--- src/rtl/oport_rr_arbiter.sv ---
`default_nettype none
// ============================================================================
//  Module      : oport_rr_arbiter
//  Description : Per-output-port round-robin scheduler for the 5-port NoC
//                router. Picks one of NREQ input buffers per cycle, gates every
//                grant on downstream credit and drives buffer pop / xbar select.
//                Optional build macro OPORT_ARB_STATS_EN adds stall_cnt_o, a
//                saturating count of credit-starved cycles with pending requests.
//  Revision    : 1.0 - initial release
// ============================================================================
module oport_rr_arbiter #(
    parameter int NREQ    = 5,
    parameter int CREDITS = 4,
    parameter int CW      = 3
) (
    input  logic            clk,
    input  logic            rst,
    input  logic [NREQ-1:0] req_i,
    input  logic            credit_incr_i,
    output logic [NREQ-1:0] grant_o,
    output logic            valid_o,
    output logic [CW-1:0]   credit_cnt_o,
    output logic            ovf_err_o
`ifdef OPORT_ARB_STATS_EN
    ,
    output logic [15:0]     stall_cnt_o
`endif
);

    localparam int PW = (NREQ > 1) ? $clog2(NREQ) : 1;

    localparam logic [1:0] S_IDLE   = 2'd0;
    localparam logic [1:0] S_GRANT  = 2'd1;
    localparam logic [1:0] S_NOCRED = 2'd2;

    localparam logic [CW:0]   CRED_EXT = (CW+1)'(CREDITS);
    localparam logic [CW-1:0] CRED_MAX = CW'(CREDITS);
    localparam logic [PW-1:0] LAST_IDX = PW'(NREQ - 1);

    logic [1:0]      state_q, state_d;
    logic [NREQ-1:0] grant_q, grant_d;
    logic [PW-1:0]   ptr_q, ptr_d;
    logic [CW-1:0]   cnt_q, cnt_d;
    logic            ovf_q, ovf_d;

    logic            grant_any_w;
    logic [NREQ-1:0] elig_w;
    logic [CW:0]     cnt_sum_w;
    logic            avail_w;
    logic            do_grant_w;
    logic            win_found_w;
    logic [PW-1:0]   win_idx_w;
    logic [PW-1:0]   cand_idx_w;
    int              cand_w;

    assign grant_any_w = |grant_q;
    // The buffer granted this cycle still shows its pre-pop request, so mask it.
    assign elig_w      = req_i & ~grant_q;

    // Credit arithmetic carried one bit wider so an overflowing increment is visible.
    always_comb begin
        cnt_sum_w = {1'b0, cnt_q} - {{CW{1'b0}}, grant_any_w} + {{CW{1'b0}}, credit_incr_i};
        avail_w   = (cnt_sum_w != '0);
        ovf_d     = ovf_q | (cnt_sum_w > CRED_EXT);
        cnt_d     = (cnt_sum_w > CRED_EXT) ? CRED_MAX : cnt_sum_w[CW-1:0];
    end

    // Round-robin search: first eligible requester at or above ptr, wrapping.
    always_comb begin
        win_found_w = 1'b0;
        win_idx_w   = '0;
        cand_w      = 0;
        cand_idx_w  = '0;
        for (int k = 0; k < NREQ; k++) begin
            cand_w = int'(ptr_q) + k;
            if (cand_w >= NREQ) begin
                cand_w = cand_w - NREQ;
            end
            cand_idx_w = PW'(cand_w);
            if (!win_found_w && elig_w[cand_idx_w]) begin
                win_found_w = 1'b1;
                win_idx_w   = cand_idx_w;
            end
        end
    end

    assign do_grant_w = ((state_q == S_IDLE) || (state_q == S_GRANT))
                        && win_found_w && avail_w;

    // State, grant, pointer and credit registers; reset drops any live grant.
    always_ff @(posedge clk) begin
        if (!rst) begin
            state_q <= S_IDLE;
            grant_q <= '0;
            ptr_q   <= '0;
            cnt_q   <= CRED_MAX;
            ovf_q   <= 1'b0;
        end else begin
            state_q <= state_d;
            grant_q <= grant_d;
            ptr_q   <= ptr_d;
            cnt_q   <= cnt_d;
            ovf_q   <= ovf_d;
        end
    end

    // Next-state logic: NOCRED waits for a returned credit before rearbitrating.
    always_comb begin
        state_d = state_q;
        case (state_q)
            S_IDLE, S_GRANT: begin
                if (win_found_w && avail_w) begin
                    state_d = S_GRANT;
                end else if (!avail_w) begin
                    state_d = S_NOCRED;
                end else begin
                    state_d = S_IDLE;
                end
            end
            S_NOCRED: begin
                if (credit_incr_i) begin
                    state_d = S_IDLE;
                end
            end
            default: state_d = S_IDLE;
        endcase
    end

    // Output logic: one-hot grant for the winner and pointer advance past it.
    always_comb begin
        grant_d = '0;
        ptr_d   = ptr_q;
        if (do_grant_w) begin
            grant_d = {{(NREQ-1){1'b0}}, 1'b1} << win_idx_w;
            ptr_d   = (win_idx_w == LAST_IDX) ? '0 : win_idx_w + PW'(1);
        end
    end

    assign grant_o      = grant_q;
    assign valid_o      = grant_any_w;
    assign credit_cnt_o = cnt_q;
    assign ovf_err_o    = ovf_q;

`ifdef OPORT_ARB_STATS_EN
    logic [15:0] stall_q;

    // Saturating count of cycles starved of credit while requests are waiting.
    always_ff @(posedge clk) begin
        if (!rst) begin
            stall_q <= '0;
        end else if ((state_q == S_NOCRED) && (|req_i) && (stall_q != 16'hFFFF)) begin
            stall_q <= stall_q + 16'd1;
        end
    end

    assign stall_cnt_o = stall_q;
`else
    // Statistics build option disabled: no stall counter is present.
`endif

endmodule
`default_nettype wire

--- config.mk ---
export PLATFORM = sky130hd
export DESIGN_NAME = oport_rr_arbiter
export DESIGN_NICKNAME = d
export VERILOG_FILES = /design/src/rtl/oport_rr_arbiter.sv
export SDC_FILE = /design/constraint.sdc
export NUM_CORES = 1
export LEC_CHECK = 0
export ABC_AREA = 1
export CORE_UTILIZATION = 57
export CTS_CLUSTER_SIZE = 28
export DETAILED_ROUTE_END_ITERATION = 8
export GPL_ROUTABILITY_DRIVEN = 0
export PLACE_DENSITY = 0.8
export REMOVE_ABC_BUFFERS = 1
export SLEW_MARGIN = 25
export SYNTH_ARGS = -nofsm -noshare
export SYNTH_HDL_FRONTEND = slang
export SYNTH_SLANG_ARGS = --single-unit
--- constraint.sdc ---
create_clock -name clk -period 3.5 [get_ports clk]
set_input_delay 0.525 -clock clk [delete_from_list [all_inputs] [get_ports clk]]
set_output_delay 0.525 -clock clk [all_outputs]
set_load 0.05 [all_outputs]
==> impl_metrics.ini <==
[synth]
synthCells = 274
synth-compound-area-share_pct = 7.04
yosys.area.top_type_share_pct = 18.4
synth_cell_types = 31
ys_seq_elements = 14
synth_top_area_cell = nand2_1
synth_top_family_by_area = simple AND/OR/NAND/NOR gates
synthTopCellsByArea = nand2_1 (18%), dfxtp_1 (17%), nand3_1 (12%)
synth-simple-area-share_pct = 48.2
synth_ff_type = dfxtp_1
synthMuxAreaShare_pct = 0
yosys_warnings = 0
avgSynthCellArea_sq_um = 6.10
synth_xor_area_share_pct = 3.07
yosysSeqAreaShare_pct = 16.8
synth_area_sq_mm = 0.00167
synthAdderAreaFrac_pct = 12.9
async_flop_share_pct = 0
synth_edf_count = 0

[die]
rows = 19
dieArea_sq_mm = 0.00315
num_io_pins = 18
die_w_um = 56.2
die_h_um = 56.2
start_util_pct = 60.6
coreArea_sq_mm = 0.00276

[flow_run]
cap_viol_max_count = 0

[routing]
first_pass_iters = 5
drcViolationCount = 0
drt-wirelength-per-cell_um = 12.5
num_vias = 1774
routed_wl_um = 4100
viasPerCell = 5.43
drt_iter0_markers = 150
ant_nets = 0

[setup_path]
critPathTopFamily = simple AND/OR/NAND/NOR gates
required_ps = 3720
crit_arrival_ps = 3460
end_kind = register
cp.buffers_inverters = 3
path_cells = inv_1 -> buf_4 -> ha_1 -> nand2_4 -> nand3_4 -> o21ai_0 -> nand3_2 -> nand2_1 -> nand2_1 -> nand2_1 -> nor2_1 -> nand2_1 -> nand3_1 -> nand2_1 -> nand3_1 -> o21ai_4 -> inv_1 -> ha_1 -> nand3b_1 -> nand2_1 -> nand2_1 -> a21oi_1
cpMostUsedCell = nand2_1
path_class = register to register
worst_path_largest_cell_delay_ps = 410
crit_fanout = 8
cp_slowest_cell = dfxtp_2
start_kind = register

[timing]
maxSlewHeadroom_pct = 66.3
worst_pin_slew_ps = 503
clock_skew_ps = 1.83
fin_crit_sh_pct = 92.4
layout_min_cycle_time_ps = 3240
hold_violations = 0
setup_viol = 0
slew_viol_final = 0
max_freq_mhz = 309

[global_routing]
track_usage_pct = 26.8
gr-total-overflow = 0
grt_pass1_wl_um = 6740
grt_max_degree = 18
antenna_found_initial = 0
grt_pass1_vias = 1497

[cts]
cts-buffers-inserted = 3
clock_sinks = 14
root_buffer = clkbuf_4
clk_pin_slew_ps = 90
htreeDepth = 1
tritoncts = yes
insertion_delay_ps = 280
clockBufferDepth = 2
cts_hold_buf = 0

[placement]
dp_hpwl_um = 3320
port_buffers = 17
placed_cells = 322

[worst_hold_path]
hp-class = register to register

[cells_and_area]
layout_common_cells = nand2_1 (82), inv_1 (38), nand3_1 (38), clkdlybuf4s50_1 (17)
finish.net_count = 321
fin_cells = 327
antennaDiodeCount = 0
drive_above_1_share_pct = 14.9
area_delta_synth_final_pct = 16.5
final_common_cell = nand2_1

[run_status]
outcome = completed
[cell families (layout without fill, tap and decap cells)]
group           count (synthesis)  count (layout)
compound gates                 20              20
simple gates                  170             170
buf+inv                        49              71
fa+ha+maj                      16              16
flops                          14              14
xor+xnor                        5               5
[worst register-to-register path: stages, from the launching register on]
cell and delay [ps]:
dfxtp_2 410, inv_1 120, buf_4 170, ha_1 230
nand2_4 100, nand3_4 120, o21ai_0 400, nand3_2 130
nand2_1 70, nand2_1 50, nand2_1 140, nor2_1 80
nand2_1 60, nand3_1 60, nand2_1 80, nand3_1 120
o21ai_4 120, inv_1 100, ha_1 210, nand3b_1 150
nand2_1 70, nand2_1 50, a21oi_1 110
[stage by stage]
step / setup WS (ps) / util, % / instance area [sq um] / hold WS, ps / setup TNS (ps)
floorplan: 217 / - / 1640 / 481 / 0
global placement: 168 / 68.0 / 1880 / 440 / 0
detailed placement: 98.3 / 68.0 / 1880 / 443 / 0
CTS: 78.5 / 69.3 / 1910 / 459 / 0
global route: -5.44 / 70.6 / 1950 / 491 / -5.44
finish: 264 / 70.6 / 1950 / 457 / 0
[worst paths after layout]
kind / from / endpoint / slack (ps) / depth (start not counted)
setup / recovery: ptr_q[1] / ptr_q[2] / 260 / 22
hold / removal: ovf_err_o / ovf_err_o / 460 / 2
setup reg to reg: ptr_q[1] / ptr_q[2] / 260 / 22
hold reg to reg: ovf_err_o / ovf_err_o / 460 / 2
[routing by layer]
layer | vias up | part of all wire (%) | track usage (%)
met5 | - | 0 | 0
met4 | 0 | 0.80 | 5.57
met3 | 6 | 6.8 | 6.05
met2 | 65 | 44 | 40.3
met1 | 782 | 48 | 39.2
li1 | 921 | - | -
[cell usage after synthesis (2+ instances only)]
| cell type | count |
|---|---|
| fa_1 | 2 |
| nand2_4 | 2 |
| ha_1 | 14 |
| xor2_1 | 3 |
| nor2_2 | 2 |
| dfxtp_1 | 14 |
| nand3_2 | 3 |
| nand3_1 | 40 |
| o21ai_0 | 7 |
| o21ai_2 | 2 |
| nand4_1 | 6 |
| buf_6 | 2 |
| nor3_1 | 5 |
| nand2_2 | 12 |
| inv_2 | 6 |
| inv_1 | 39 |
| nand3b_1 | 2 |
| nand2_1 | 82 |
| a21oi_1 | 6 |
| nor2_1 | 14 |
[repair_timing]
action | in CTS | in global routing
setup buffers | 0 | 1
setup endpoints to repair | 0 | 5
resized for setup | 0 | 7
[area by class of cell]
| cell class | instances | area, sq um |
|---|---|---|
| multi-input cells | 211 | 1210 |
| fillers | 240 | 811 |
| flip-flops and latches | 14 | 282 |
| repair buffers | 21 | 200 |
| inverters | 46 | 176 |
| well taps | 31 | 38.8 |
| clock buffers | 4 | 36.3 |
[registers in the layout, indices dropped and copies added, names as in the netlist]
name,cells
state_q,2
grant_o,5
ptr_q,3
credit_cnt_o,3
ovf_err_o,1
Power is left out: the tool's default activity adds up to more than one toggle a clock period on the data nets, which glitch-free logic cannot reach.
